--- src/rtl/uart_tx_scheduler.sv ---
// uart_tx_scheduler: shares one UART transmitter between NUM_CH 8-bit channels.
// A channel is queued whenever its input differs from the last captured value.
// Pending channels are served round-robin, with an optional tag byte before
// each data byte. A UART that never accepts a byte gets a one-cycle reset.
module uart_tx_scheduler #(
  parameter int NUM_CH      = 4,
  parameter int TAG_EN      = 1,
  parameter int ACK_TIMEOUT = 1024
) (
  input  logic                  clk,
  input  logic                  rst,
  input  logic [8*NUM_CH-1:0]   ch_data,
  input  logic                  tx_ready,
  output logic [7:0]            tx_data,
  output logic                  tx_start,
  output logic                  uart_reset,
  output logic                  busy,
  output logic [3:0]            grant_id,
  output logic                  send_led,
  output logic [7:0]            leds
);

  localparam int CW = $clog2(ACK_TIMEOUT) + 1;

  typedef enum logic [2:0] {IDLE, START, ACK, DONE, RECOVER} state_t;
  typedef enum logic {PH_TAG, PH_DATA} phase_t;

  state_t        r_state, w_state_next;
  phase_t        r_phase, w_phase_next;
  logic [7:0]    r_tx_data, w_tx_data_next;
  logic [7:0]    r_cur_data, w_cur_data_next;
  logic [3:0]    r_grant_id, w_grant_id_next;
  logic [3:0]    r_rr_ptr, w_rr_ptr_next;
  logic [CW-1:0] r_ack_cnt, w_ack_cnt_next, w_ack_cnt_inc;
  logic          r_send_led, w_send_led_next;
  logic [7:0]    r_leds, w_leds_next;

  logic [NUM_CH-1:0] w_pending;
  logic [NUM_CH-1:0] w_pend_set;
  logic [NUM_CH-1:0] w_pend_clr;
  logic [7:0]        w_snap [NUM_CH];

  logic       w_found;
  logic [3:0] w_pick;
  logic [7:0] w_pick_data;
  int         w_idx;

  // Per-channel change detection, snapshot and pending flag.
  genvar gi;
  generate
    for (gi = 0; gi < NUM_CH; gi++) begin : g_ch
      logic [7:0] r_last_seen;
      logic [7:0] r_snap;
      logic       r_pending;
      logic       w_change;

      assign w_change = (ch_data[8*gi +: 8] != r_last_seen);

      // A new value always wins over a grant clear in the same cycle, so the
      // newest value is never lost.
      always_ff @(posedge clk) begin
        if (rst) begin
          r_last_seen <= 8'd0;
          r_snap      <= 8'd0;
          r_pending   <= 1'b0;
        end else begin
          if (w_change) begin
            r_last_seen <= ch_data[8*gi +: 8];
            r_snap      <= ch_data[8*gi +: 8];
          end
          if (w_change || w_pend_set[gi]) begin
            r_pending <= 1'b1;
          end else if (w_pend_clr[gi]) begin
            r_pending <= 1'b0;
          end
        end
      end

      assign w_pending[gi] = r_pending;
      assign w_snap[gi]    = r_snap;
    end
  endgenerate

  // Round-robin pick: first pending channel at or after rr_ptr, with wrap.
  always_comb begin
    w_found     = 1'b0;
    w_pick      = 4'd0;
    w_pick_data = 8'd0;
    w_idx       = 0;
    for (int k = 0; k < NUM_CH; k++) begin
      w_idx = int'(r_rr_ptr) + k;
      if (w_idx >= NUM_CH) begin
        w_idx = w_idx - NUM_CH;
      end
      for (int j = 0; j < NUM_CH; j++) begin
        if (!w_found && (j == w_idx) && w_pending[j]) begin
          w_found = 1'b1;
          w_pick  = 4'(j);
        end
      end
    end
    for (int j = 0; j < NUM_CH; j++) begin
      if (4'(j) == w_pick) begin
        w_pick_data = w_snap[j];
      end
    end
  end

  assign w_ack_cnt_inc = r_ack_cnt + CW'(1);

  // Next-state and datapath updates for the transmit sequencer.
  always_comb begin
    w_state_next    = r_state;
    w_phase_next    = r_phase;
    w_tx_data_next  = r_tx_data;
    w_cur_data_next = r_cur_data;
    w_grant_id_next = r_grant_id;
    w_rr_ptr_next   = r_rr_ptr;
    w_ack_cnt_next  = r_ack_cnt;
    w_send_led_next = r_send_led;
    w_leds_next     = r_leds;
    w_pend_set      = '0;
    w_pend_clr      = '0;

    case (r_state)
      IDLE: begin
        if (w_found && tx_ready) begin
          w_cur_data_next = w_pick_data;
          w_grant_id_next = w_pick;
          for (int j = 0; j < NUM_CH; j++) begin
            w_pend_clr[j] = (4'(j) == w_pick);
          end
          w_rr_ptr_next = (w_pick == 4'(NUM_CH - 1)) ? 4'd0 : w_pick + 4'd1;
          if (TAG_EN != 0) begin
            w_tx_data_next = {4'hA, w_pick};
            w_phase_next   = PH_TAG;
          end else begin
            w_tx_data_next = w_pick_data;
            w_phase_next   = PH_DATA;
          end
          w_state_next = START;
        end
      end
      START: begin
        w_ack_cnt_next = '0;
        w_state_next   = ACK;
      end
      ACK: begin
        if (!tx_ready) begin
          w_state_next = DONE;
        end else if (w_ack_cnt_inc == CW'(ACK_TIMEOUT - 1)) begin
          w_state_next = RECOVER;
        end else begin
          w_ack_cnt_next = w_ack_cnt_inc;
        end
      end
      DONE: begin
        if (tx_ready) begin
          if (r_phase == PH_TAG) begin
            w_tx_data_next = r_cur_data;
            w_phase_next   = PH_DATA;
            w_state_next   = START;
          end else begin
            w_leds_next     = r_cur_data;
            w_send_led_next = ~r_send_led;
            w_state_next    = IDLE;
          end
        end
      end
      RECOVER: begin
        // Requeue the abandoned channel and make it the first candidate.
        for (int j = 0; j < NUM_CH; j++) begin
          w_pend_set[j] = (4'(j) == r_grant_id);
        end
        w_rr_ptr_next = r_grant_id;
        w_state_next  = IDLE;
      end
      default: begin
        w_state_next = IDLE;
      end
    endcase
  end

  // State and datapath registers.
  always_ff @(posedge clk) begin
    if (rst) begin
      r_state    <= IDLE;
      r_phase    <= PH_DATA;
      r_tx_data  <= 8'd0;
      r_cur_data <= 8'd0;
      r_grant_id <= 4'd0;
      r_rr_ptr   <= 4'd0;
      r_ack_cnt  <= '0;
      r_send_led <= 1'b0;
      r_leds     <= 8'd0;
    end else begin
      r_state    <= w_state_next;
      r_phase    <= w_phase_next;
      r_tx_data  <= w_tx_data_next;
      r_cur_data <= w_cur_data_next;
      r_grant_id <= w_grant_id_next;
      r_rr_ptr   <= w_rr_ptr_next;
      r_ack_cnt  <= w_ack_cnt_next;
      r_send_led <= w_send_led_next;
      r_leds     <= w_leds_next;
    end
  end

  assign tx_data    = r_tx_data;
  assign tx_start   = (r_state == START);
  assign uart_reset = (r_state == RECOVER);
  assign busy       = (r_state != IDLE);
  assign grant_id   = r_grant_id;
  assign send_led   = r_send_led;
  assign leds       = r_leds;

endmodule

--- config.mk ---
export PLATFORM = sky130hd
export DESIGN_NAME = uart_tx_scheduler
export DESIGN_NICKNAME = d
export VERILOG_FILES = /design/src/rtl/uart_tx_scheduler.sv
export SDC_FILE = /design/constraint.sdc
export NUM_CORES = 1
export LEC_CHECK = 0
export CAP_MARGIN = 10
export CORE_MARGIN = 2
export CORE_UTILIZATION = 54
export CTS_CLUSTER_SIZE = 30
export DETAILED_ROUTE_END_ITERATION = 10
export PLACE_DENSITY_LB_ADDON = 0.3
export SETUP_SLACK_MARGIN = 0.02
export SLEW_MARGIN = 20
export SYNTH_ARGS = -nofsm -noshare
export SYNTH_HDL_FRONTEND = slang
export SYNTH_SLANG_ARGS = --single-unit
--- constraint.sdc ---
create_clock -name clk -period 3.71 [get_ports clk]
set_clock_uncertainty 0.2 [all_clocks]
set_input_delay 0.742 -clock clk [delete_from_list [all_inputs] [get_ports clk]]
set_output_delay 0.742 -clock clk [all_outputs]
set_load 0.02 [all_outputs]
# --- Word-level counts from Yosys, hierarchy flattened ---
# Index checks and enable logic that the tools add are counted.
classes:
  bitwise_logic: 1
  eq_ne: 34
  n_addsub: 9
  mux: 69
  reduce_logical: 73
  n_lt_le_gt_ge: 4
op_table:
  columns: ["operator", "count"]
  rows:
  - ["equality test 3 x 32 -> 1 bit (first input constant)", 8]
  - ["equality test 2 x 32 -> 1 bit (first input constant)", 4]
  - ["zero test 32 bit", 4]
  - ["two-way mux 32 bit", 4]
  - ["two-way mux 4 bit", 19]
  - ["two-way mux 8 bit", 7]
  - ["logical AND 1 bit", 32]
  - ["inequality test 8 bit", 4]
  - ["two-way mux 1 bit", 28]
  - ["two-way mux 11 bit", 2]
  - ["one-hot mux 11 bit (2 select lines)", 1]
  - ["subtractor 5 x 3 -> 6 bit (second input constant)", 3]
  - ["equality test 2 x 4 -> 1 bit (first input constant)", 4]
  - ["one-hot mux 8 bit (2 select lines)", 1]
  - ["greater-or-equal comparator 5 x 3 -> 1 bit (second input constant)", 3]
  - ["zero test 1 bit", 15]
  - ["nonzero test 2 bit", 7]
  - ["two-way mux 3 bit", 4]
  - ["one-hot mux 3 bit (4 select lines)", 1]
  - ["AND reduction 3 bit", 4]
  - ["adder 11 x 1 -> 11 bit (second input constant)", 1]
  - ["equality test 11 x 10 -> 1 bit (second input constant)", 1]
  - ["adder 4 x 2 -> 5 bit (second input constant)", 2]
  - ["inequality test 2 bit (second input constant)", 5]
  - ["other kinds (19)", 26]
totals:
  out_inout_bits: 24
  reg_bits: 84

# --- Depth between registers and ports, before layout ---
# Gate-level depths: netlist (run 1).
logic_depth:
  depth_word: 70
  ltp_mapped: 11

# --- Least setup slack after synthesis (run 1) ---
# Ideal clock, no wire load.
synth_timing:
  kind: "register to register"
  start: "register g_ch[3].r_pending"
  end: "register r_cur_data[6]"
  setup_time_ps: 134
  required_ps: 3376
  path_stages_with_launch: 11
  arrival_ps: 2309
  slack_ps: 1067
  cell_sequence: "dfxtp_1 inv_1 a22o_1 a221oi_1 ha_1 clkbuf_1 nor2b_1 a221oi_1 nor3_1 a21oi_1 a211oi_1"
synth_via:
  elab_chain_cells: 55
  elab_cells_between_ends: 73
  cone_classes: "eq/ne (3); mux (30); reduce/logical (40)"
synth_lines:
  columns: ["item", "line", "rtl"]
  rows:
  - ["start, declared", "54", "logic r_pending;"]
  - ["start signal, assigned", "65", "r_pending <= 1'b0;"]
  - ["start signal, assigned", "72", "r_pending <= 1'b1;"]
  - ["start signal, assigned", "74", "r_pending <= 1'b0;"]
  - ["logical AND 1 bit", "96", "if (!w_found && (j == w_idx) && w_pending[j]) begin"]
  - ["two-way mux 1 bit", "96", null]
  - ["zero test 1 bit", "96", null]
  - ["logical AND 1 bit (2 in a row)", "96", null]
  - ["two-way mux 1 bit", "96", null]
  - ["zero test 1 bit", "96", null]
  - ["logical AND 1 bit (2 in a row)", "96", null]
  - ["two-way mux 1 bit", "96", null]
  - ["[... 35 more ...]", null, null]
  - ["two-way mux 1 bit", "96", null]
  - ["zero test 1 bit", "96", null]
  - ["logical AND 1 bit (2 in a row)", "96", null]
  - ["two-way mux 4 bit (*)", "96", null]
  - ["named net w_pick[0]", "44", "logic [3:0] w_pick;"]
  - ["zero test 4 bit", "103", "if (4'(j) == w_pick) begin"]
  - ["two-way mux 8 bit (3 in a row)", "103", null]
  - ["two-way mux 8 bit (*)", "103", null]
  - ["end signal, assigned", "200", "r_cur_data <= w_cur_data_next;"]
  - ["end, declared", "31", "logic [7:0] r_cur_data, w_cur_data_next;"]
# The timed path passes the listed nets; every way through them passes the cells marked *.
# A chain may end at the register's enable or synchronous reset.

# --- Worst setup path after layout (run 1) ---
layout_timing:
  start: "register g_ch[3].r_pending"
  end: "register r_cur_data[0]"
# Same word-level chain as after synthesis.

==> impl_metrics.env, run 1 <==
export IMPL_status="finished clean"
export IMPL_yosysMostFrequentCell="dfxtp_1"
export IMPL_worstHoldPathType="flip-flop to flip-flop"
export IMPL_grt_util_all_layers=0.227
export IMPL_post_place_ws_ns=0.686
export IMPL_end_kind="flip-flop"
export IMPL_viasPerCell=5.57
export IMPL_use_met2=0.364
export IMPL_fmax_ghz=0.328
export IMPL_drv_slew=0
export IMPL_cp_arrival_ns=3.07
export IMPL_grt_pass1_wl_mm=13.5
export IMPL_synth_cell_types=60
export IMPL_path_class="flip-flop to flip-flop"
export IMPL_required_ns=3.73
export IMPL_cts_setup_buffers=0
export IMPL_port_buffers=56
export IMPL_clk_pin_slew_ns=0.08
export IMPL_period_share=0.822
export IMPL_leakage_nw=1.72
export IMPL_final_nets=516
export IMPL_cts_made_buffers=9
export IMPL_h_tree_depth=3
export IMPL_start_util=0.560
export IMPL_dieWidth_um=88.2
export IMPL_drtPass1Iterations=4
export IMPL_finalPower_mw=2.08
export IMPL_yosysWarningCount=0
export IMPL_start_kind="flip-flop"
export IMPL_cpMostUsedCell="a221oi_1"
export IMPL_path_max_fanout=17
export IMPL_cts_tree="yes"
export IMPL_power_density_nw_per_um2=452
export IMPL_synth_ff_type="dfxtp_1"
export IMPL_slowest_stage="a221oi_1"
export IMPL_slew_headroom=0.413
export IMPL_cts_root_buf="clkbuf_8"
export IMPL_hpwl_mm=6.11
export IMPL_irDropWorstVdd_uv=215
export IMPL_grt_max_degree=67
export IMPL_antenna_cells=0
export IMPL_rsz0062_at_grt="no"
export IMPL_core_um2=6830
export IMPL_grt_use_met3=0.0424
export IMPL_crit_chain="inv_1, a22o_1, a221oi_1, ha_1, nor2b_1, a221oi_1, nor3_1, a21oi_1, a211oi_1"
export IMPL_dr_first_iter_drc_count=153
export IMPL_drc=0
export IMPL_rows=30
export IMPL_overflow=0
export IMPL_syn_to_final_growth_pct=20.3
export IMPL_synth_edf_count=0
export IMPL_drive_above_1_share=0.0625
export IMPL_synth_seq_cells=80
export IMPL_setup_viol=0
export IMPL_path_delay_family="compound AO/OA/AOI/OAI gates"
export IMPL_avgSynthCellArea_um2=8.88
export IMPL_netlist_top_cells_count="80 x dfxtp_1, 50 x nor2b_1, 36 x nor2_1"
export IMPL_globalplace_congestion=0.859
export IMPL_max_cap_violations=0
export IMPL_worstMarginPinSlew_ns=0.878
export IMPL_ys_top_cells_by_area="dfxtp_1 42%, nor2b_1 8.2%, xor2_1 3.9%"
export IMPL_post_synth_top_area_cell="dfxtp_1"
export IMPL_avgRoutedWirePerCell_um=14.6
export IMPL_clkLatencyLatePin_ns=0.36
export IMPL_fin_ws_ns=0.659
export IMPL_io_pins=59
export IMPL_use_met1=0.299
export IMPL_syn_inst=431
export IMPL_dieArea_um2=7770
export IMPL_busiest_layer="met2"
export IMPL_netlist_area_um2=3830
export IMPL_finalCriticalPeriod_ns=3.05
export IMPL_synth_top_area_frac=0.419
export IMPL_async_reset_ff_frac=0
export IMPL_crit_buf_inv=1
export IMPL_tns_ns=0
export IMPL_crit_path_max_incr_delay_ns=0.63
export IMPL_reg2reg_slack_ns=0.66
export IMPL_die_h_um=88.2
export IMPL_cts_hold_buffers=0
export IMPL_fin_hold_ws_ns=0.298
export IMPL_vias=3210
export IMPL_antenna_found_initial=0
export IMPL_synth_seq_area_share=0.419
export IMPL_clock_path_buffers=2
export IMPL_utilization=0.674
export IMPL_cts_sinks=80
export IMPL_cts_resized_gates=0
export IMPL_grt_pass1_vias=2893
export IMPL_ant_nets=0
export IMPL_routed_wirelength_mm=8.40
export IMPL_hold_viol_final=0
## where the power goes
| group | leakage [nW] | switching (mW) | total [mW] | internal, mW |
|---|---|---|---|---|
| Sequential | 0.659 | 0.0633 | 0.980 | 0.917 |
| Combinational | 0.967 | 0.244 | 0.445 | 0.201 |
| Clock | 0.0949 | 0.323 | 0.653 | 0.330 |
| Total | 1.72 | 0.631 | 2.08 | 1.45 |
## cell usage in the layout (no fill, tap or decap), types with 14 or more instances in the layout
master and instances:
inv_1 15, nor2b_1 50, nand2_1 23, nor3_1 14, a21oi_1 27, dfxtp_1 80
clkdlybuf4s50_1 55, xnor2_1 16, xor2_1 17, nor2_1 36
## sequential cells by signal, indices dropped and copies added, names as in the netlist
| register | flops |
|---|---|
| r_cur_data | 8 |
| tx_data | 8 |
| leds | 8 |
| r_rr_ptr | 2 |
| r_phase | 1 |
| grant_id | 2 |
| g_ch.r_pending | 4 |
| r_state | 3 |
| send_led | 1 |
| g_ch.r_snap | 32 |
| r_ack_cnt | 11 |
## path summary, 6_finish.rpt
path	cells after the start	start	to
setup / recovery	9	g_ch[3].r_pending	r_cur_data[0]
hold / removal	2	tx_data[7]	tx_data[7]
setup reg to reg	9	g_ch[3].r_pending	r_cur_data[0]
hold reg to reg	2	tx_data[7]	tx_data[7]
## worst register-to-register path: stages (launching register included)
cell and delay [ns]:
dfxtp_1 0.37, inv_1 0.08, a22o_1 0.21, a221oi_1 0.63, ha_1 0.62, nor2b_1 0.10
a221oi_1 0.32, nor3_1 0.09, a21oi_1 0.19, a211oi_1 0.10
## through the flow
| stage | cell area (um2) | std cells |
|---|---|---|
| 6_report | 4600 | 576 |
| 3_3_place_gp | 4400 | 560 |
| 3_5_place_dp | 4400 | 560 |
| 4_1_cts | 4600 | 576 |
| 5_1_grt | 4600 | 576 |
| 2_1_floorplan | 3830 | 432 |
## routing by layer
metal,up-vias,share of wire
met5,-,0
met4,0,0.017
met3,13,0.042
met2,90,0.48
met1,1502,0.46
li1,1605,-
## cells by family after synthesis
| kind of cell | share of synthesized area |
|---|---|
| simple gates | 0.235 |
| compound gates | 0.168 |
| flops | 0.419 |
| buf+inv | 0.0468 |
| xor+xnor | 0.0755 |
| mux | 0.0356 |
| fa+ha+maj | 0.0196 |
| other cells | 0.000980 |
## final cells by class
cell class                 count  area (um2)
clock buffer                  10         138
clock inverter                 6        66.3
fill                         586        2230
inverter                      15        56.3
multi-input combinational    311        2050
sequential                    80        1600
tap                           96         120
timing repair buffer          58         571
No activity file was read; power rests on OpenSTA's default activity.
==> run 2: changes to the inputs <==
--- a/config.mk
+++ b/config.mk
@@ -7,7 +7,7 @@
 export LEC_CHECK = 0
 export CAP_MARGIN = 10
 export CORE_MARGIN = 2
-export CORE_UTILIZATION = 54
+export CORE_UTILIZATION = 49
 export CTS_CLUSTER_SIZE = 30
 export DETAILED_ROUTE_END_ITERATION = 10
 export PLACE_DENSITY_LB_ADDON = 0.3
==> constraint.sdc (replaced) <==
create_clock -name clk -period 2.8 [get_ports clk]
set_clock_uncertainty 0.2 [all_clocks]
set_input_delay 0.56 -clock clk [delete_from_list [all_inputs] [get_ports clk]]
set_output_delay 0.56 -clock clk [all_outputs]
set_load 0.02 [all_outputs]
==> impl_metrics.env, run 2 (same netlist as run 1, synthesis figures left out) <==
export IMPL_status="finished clean"
export IMPL_p_int_mw=2.01
export IMPL_cp_arrival_ns=1.89
export IMPL_final_nets=523
export IMPL_cts_tree="yes"
export IMPL_routed_wirelength_mm=8.82
export IMPL_irDropWorstVdd_uv=242
export IMPL_wl_met2_mm=4.15
export IMPL_cts_sinks=80
export IMPL_clkLatencyLatePin_ns=0.35
export IMPL_hpwl_mm=6.58
export IMPL_final_cell_mix="80 x dfxtp_1, 55 x clkdlybuf4s50_1, 50 x nor2b_1, 36 x nor2_1, 27 x a21oi_1"
export IMPL_cts_root_buf="clkbuf_8"
export IMPL_port_buffers=56
export IMPL_path_class="flip-flop to output pin"
export IMPL_globalplace_congestion=0.886
export IMPL_seqPwrFrac=0.455
export IMPL_viasPerCell=5.43
export IMPL_io_pins=59
export IMPL_ant_nets=0
export IMPL_antenna_found_initial=0
export IMPL_dp_cells=573
export IMPL_leakage_nw=1.78
export IMPL_drv_slew=0
export IMPL_worstRegToRegCells=10
export IMPL_instances_no_fill=589
export IMPL_rr_endpoint="r_cur_data[6]"
export IMPL_crit_path_max_incr_delay_ns=0.65
export IMPL_switching_share=0.298
export IMPL_top_register="g_ch.r_snap"
export IMPL_largest_registers="g_ch.r_snap: 32 flops, r_ack_cnt: 11 flops"
export IMPL_cts_made_buffers=9
export IMPL_reg2reg_slack_ns=0.26
export IMPL_largest_reg_flops=32
export IMPL_holdPathEnd="leds[7]"
export IMPL_period_share=0.948
export IMPL_cts_hold_buffers=0
export IMPL_vias=3197
export IMPL_wl_met1_mm=4.09
export IMPL_h_tree_depth=3
export IMPL_start_kind="flip-flop"
export IMPL_power_density_nw_per_um2=608
export IMPL_dieArea_um2=8530
export IMPL_max_cap_violations=0
export IMPL_dr_first_iter_drc_count=230
export IMPL_grt_pass1_wl_mm=14.4
export IMPL_tns_ns=0
export IMPL_drtPass1Iterations=4
export IMPL_hold_path_depth=2
export IMPL_worstMarginPinSlew_ns=0.701
export IMPL_syn_to_final_growth_pct=22.7
export IMPL_wl_met3_um=439
export IMPL_crit_chain="nor2_1, nand2_1, inv_1, clkdlybuf4s50_1"
export IMPL_clock_path_buffers=2
export IMPL_drive_above_1_share=0.0801
export IMPL_path_delay_family="buffers and inverters"
export IMPL_rows=32
export IMPL_end_kind="output pin"
export IMPL_crit_buf_inv=2
export IMPL_start_util=0.500
export IMPL_setup_viol=0
export IMPL_path_max_fanout=9
export IMPL_final_common_cell="dfxtp_1"
export IMPL_grt_max_degree=46
export IMPL_hold_viol_final=0
export IMPL_power_switching_mw=0.851
export IMPL_avgRoutedWirePerCell_um=15.0
export IMPL_grt_pass1_vias=3029
export IMPL_finalCriticalPeriod_ns=2.65
export IMPL_grt_util_all_layers=0.214
export IMPL_drc=0
export IMPL_min_from="leds[7]"
export IMPL_antenna_cells=0
export IMPL_r2r_start="g_ch[3].r_pending"
export IMPL_pwr_share_clk=0.330
export IMPL_overflow=0
export IMPL_fin_hold_ws_ns=0.299
export IMPL_slew_headroom=0.533
export IMPL_die_h_um=92.4
export IMPL_highest_layer="met4"
export IMPL_worstHoldPathType="flip-flop to flip-flop"
export IMPL_core_um2=7650
export IMPL_required_ns=2.04
export IMPL_fmax_ghz=0.377
export IMPL_rsz0062_at_grt="no"
export IMPL_combPwrFrac=0.215
export IMPL_slowest_stage="clkdlybuf4s50_1"
export IMPL_clk_pin_slew_ns=0.09
export IMPL_dieWidth_um=92.4
==> run 2: metrics by stage <==
step / area [um2] / utilization / power, mW / setup WS [ns]
3_3_place_gp: 4470 / 0.585 / 1.92 / 0.192
5_1_grt: 4700 / 0.614 / 3.00 / 0.0211
2_1_floorplan: 3830 / - / 1.71 / 0.157
6_report: 4700 / 0.614 / 2.86 / 0.147
3_5_place_dp: 4470 / 0.585 / 1.93 / 0.189
4_1_cts: 4690 / 0.613 / 2.87 / 0.166
==> run 2: worst max-delay path by stage <==
| stage | to | start | slack (ns) | cells past startpoint |
|---|---|---|---|---|
| final | uart_reset | r_state[1] | 0.15 | 4 |
| after global routing | uart_reset | r_state[1] | 0.02 | 4 |
| after CTS | uart_reset | r_state[2] | 0.17 | 3 |
| after detailed placement | r_ack_cnt[1] | tx_ready | 0.19 | 5 |
| after global placement | r_ack_cnt[1] | tx_ready | 0.19 | 5 |
| after floorplan | r_cur_data[6] | g_ch[3].r_pending | 0.16 | 10 |
==> run 2: worst min-delay path: stages, from the launching register on <==
cell	delay, ns
dfxtp_1	0.33
mux2i_1	0.06
nor2_1	0.07
==> run 2: power by group through the flow <==
| stage | logic [mW] | clock network (mW) | registers (mW) |
|---|---|---|---|
| after floorplan | 0.406 | 0 | 1.31 |
| after global placement | 0.596 | 0 | 1.32 |
| after detailed placement | 0.607 | 0 | 1.33 |
| after CTS | 0.609 | 0.960 | 1.30 |
| after global routing | 0.675 | 1.01 | 1.31 |
| final | 0.614 | 0.943 | 1.30 |
==> run 2: layout make-up <==
| type | count | area (um2) |
|---|---|---|
| clock buffers | 9 | 124 |
| well taps | 102 | 128 |
| inverters | 15 | 56.3 |
| repair buffers | 65 | 636 |
| fillers | 650 | 2950 |
| multi-input cells | 311 | 2050 |
| clock inverters | 7 | 96.3 |
| flip-flops and latches | 80 | 1600 |
==> run 2: timing repair <==
item | CTS | global route
buffers inserted | 0 | 0
setup endpoints to repair | 0 | 6
gates resized for setup | 0 | 2
==> run 2: routing by layer <==
metal / track usage / vias to the layer above
li1: - / 1617
met1: 0.278 / 1477
met2: 0.342 / 91
met3: 0.0602 / 12
met4: 0.0721 / 0
met5: 0 / -
==> run 3: changes to the inputs <==
==> constraint.sdc (replaced) <==
create_clock -name clk -period 2.2 [get_ports clk]
set_clock_uncertainty 0.2 [all_clocks]
set_input_delay 0.44 -clock clk [delete_from_list [all_inputs] [get_ports clk]]
set_output_delay 0.44 -clock clk [all_outputs]
set_load 0.02 [all_outputs]
==> impl_metrics.env, run 3 (same netlist as run 1, synthesis figures left out) <==
export IMPL_instances_no_fill=620
export IMPL_largest_reg_flops=32
export IMPL_setup_viol=8
export IMPL_dieWidth_um=92.4
export IMPL_antenna_cells=0
export IMPL_final_nets=554
export IMPL_irDropWorstVdd_uv=419
export IMPL_fin_hold_ws_ns=0.268
export IMPL_syn_to_final_growth_pct=36.7
export IMPL_h_tree_depth=3
export IMPL_fmax_ghz=0.432
export IMPL_clock_path_buffers=2
export IMPL_grt_util_all_layers=0.226
export IMPL_grt_pass1_wl_mm=15.5
export IMPL_cts_root_buf="clkbuf_8"
export IMPL_drtPass1Iterations=4
export IMPL_end_kind="flip-flop"
export IMPL_period_share=1.05
export IMPL_max_cap_violations=0
export IMPL_worstHoldPathType="primary input to flip-flop"
export IMPL_final_area_um2=5230
export IMPL_hpwl_mm=6.63
export IMPL_overflow=0
export IMPL_io_pins=59
export IMPL_drc=0
export IMPL_rsz0062_at_grt="yes"
export IMPL_n_fill_cell=592
export IMPL_die_h_um=92.4
export IMPL_finalPower_mw=3.91
export IMPL_drv_slew=0
export IMPL_viasPerCell=5.58
export IMPL_dp_cells=595
export IMPL_path_max_fanout=7
export IMPL_avgRoutedWirePerCell_um=15.7
export IMPL_start_util=0.500
export IMPL_top_register="g_ch.r_snap"
export IMPL_cts_sinks=80
export IMPL_clk_pin_slew_ns=0.10
export IMPL_start_kind="flip-flop"
export IMPL_vias=3457
export IMPL_dieArea_um2=8530
export IMPL_status="finished with violations"
export IMPL_routed_wirelength_mm=9.74
export IMPL_final_common_cell="dfxtp_1"
export IMPL_post_place_ws_ns=-0.218
export IMPL_grt_pass1_vias=3287
export IMPL_drive_above_1_share=0.226
export IMPL_port_buffers=56
export IMPL_globalplace_congestion=0.812
export IMPL_utilization=0.684
export IMPL_leakage_nw=1.99
export IMPL_cp_arrival_ns=2.37
export IMPL_place_area_um2=4660
export IMPL_tns_ns=-0.659
export IMPL_path_class="flip-flop to flip-flop"
export IMPL_cts_made_buffers=9
export IMPL_required_ns=2.26
export IMPL_cts_hold_buffers=0
export IMPL_slew_headroom=0.666
export IMPL_dr_first_iter_drc_count=201
export IMPL_cts_tree="yes"
export IMPL_fin_ws_ns=-0.117
export IMPL_ant_nets=0
export IMPL_core_um2=7650
export IMPL_hold_viol_final=0
export IMPL_violations="setup timing"
export IMPL_clkLatencyLatePin_ns=0.36
export IMPL_worstMarginPinSlew_ns=0.495
export IMPL_finalCriticalPeriod_ns=2.32
export IMPL_final_cell_mix="71 x dfxtp_1, 52 x clkdlybuf4s50_1, 47 x nor2b_1, 36 x nor2_1, 34 x buf_4"
export IMPL_reg2reg_slack_ns=-0.12
export IMPL_antenna_found_initial=0
export IMPL_largest_registers="g_ch.r_snap: 32 flops, r_ack_cnt: 11 flops"
export IMPL_rows=32
export IMPL_power_density_nw_per_um2=747
export IMPL_grt_max_degree=67
run 3: cell count changes in the layout (fill, tap and decap cells not counted), sizes merged:
cell           previous run  this run
buf                      10        41
bufinv                    2         1
clkdlybuf4s50            55        52
clkinv                    5         0
clkinvlp                  0         2
dlygate4sd2               0         3
inv                      15        19
run 3: layer usage:
metal | track usage | vias up | share of wire
li1 | - | 1683 | -
met1 | 0.295 | 1649 | 0.44
met2 | 0.380 | 113 | 0.50
met3 | 0.0374 | 12 | 0.045
met4 | 0.0796 | 0 | 0.014
met5 | 0 | - | 0
run 3: final cells by class:
class,instances,area (um2),area share
Clock inverter,7,85.1,0.0163
Multi-Input combinational cell,311,2330,0.445
Inverter,15,58.8,0.0112
Sequential cell,80,1620,0.309
Clock buffer,9,124,0.0237
Timing Repair Buffer,96,887,0.170
Tap cell,102,128,0.0244
run 3: final timing paths:
kind | startpoint | end | depth (start not counted)
max reg2reg | g_ch[0].r_pending | r_cur_data[4] | 10
min reg2reg | r_ack_cnt[9] | r_ack_cnt[9] | 1
min | rst | r_ack_cnt[5] | 2
max | g_ch[0].r_pending | r_cur_data[4] | 10
run 3: what timing repair did:
| item | 4_1_cts | 5_1_grt |
|---|---|---|
| pin swaps | 8 | 18 |
| buffers inserted | 3 | 6 |
| setup endpoints to repair | 16 | 16 |
| resized for setup | 31 | 41 |
run 3: critical path, cell delays in order (launching register included):
cell and delay, ns:
dfxtp_4 0.37, a22o_1 0.27, a221oi_4 0.29, buf_6 0.15, ha_4 0.17, buf_6 0.13
nor2b_2 0.06, a221oi_4 0.27, nor3_2 0.08, a21oi_1 0.14, a211oi_1 0.09
run 3: power by group:
| group | internal [mW] | switching (mW) |
|---|---|---|
| Clock | 0.548 | 0.597 |
| Sequential | 1.55 | 0.104 |
| Combinational | 0.532 | 0.579 |
| Total | 2.63 | 1.28 |
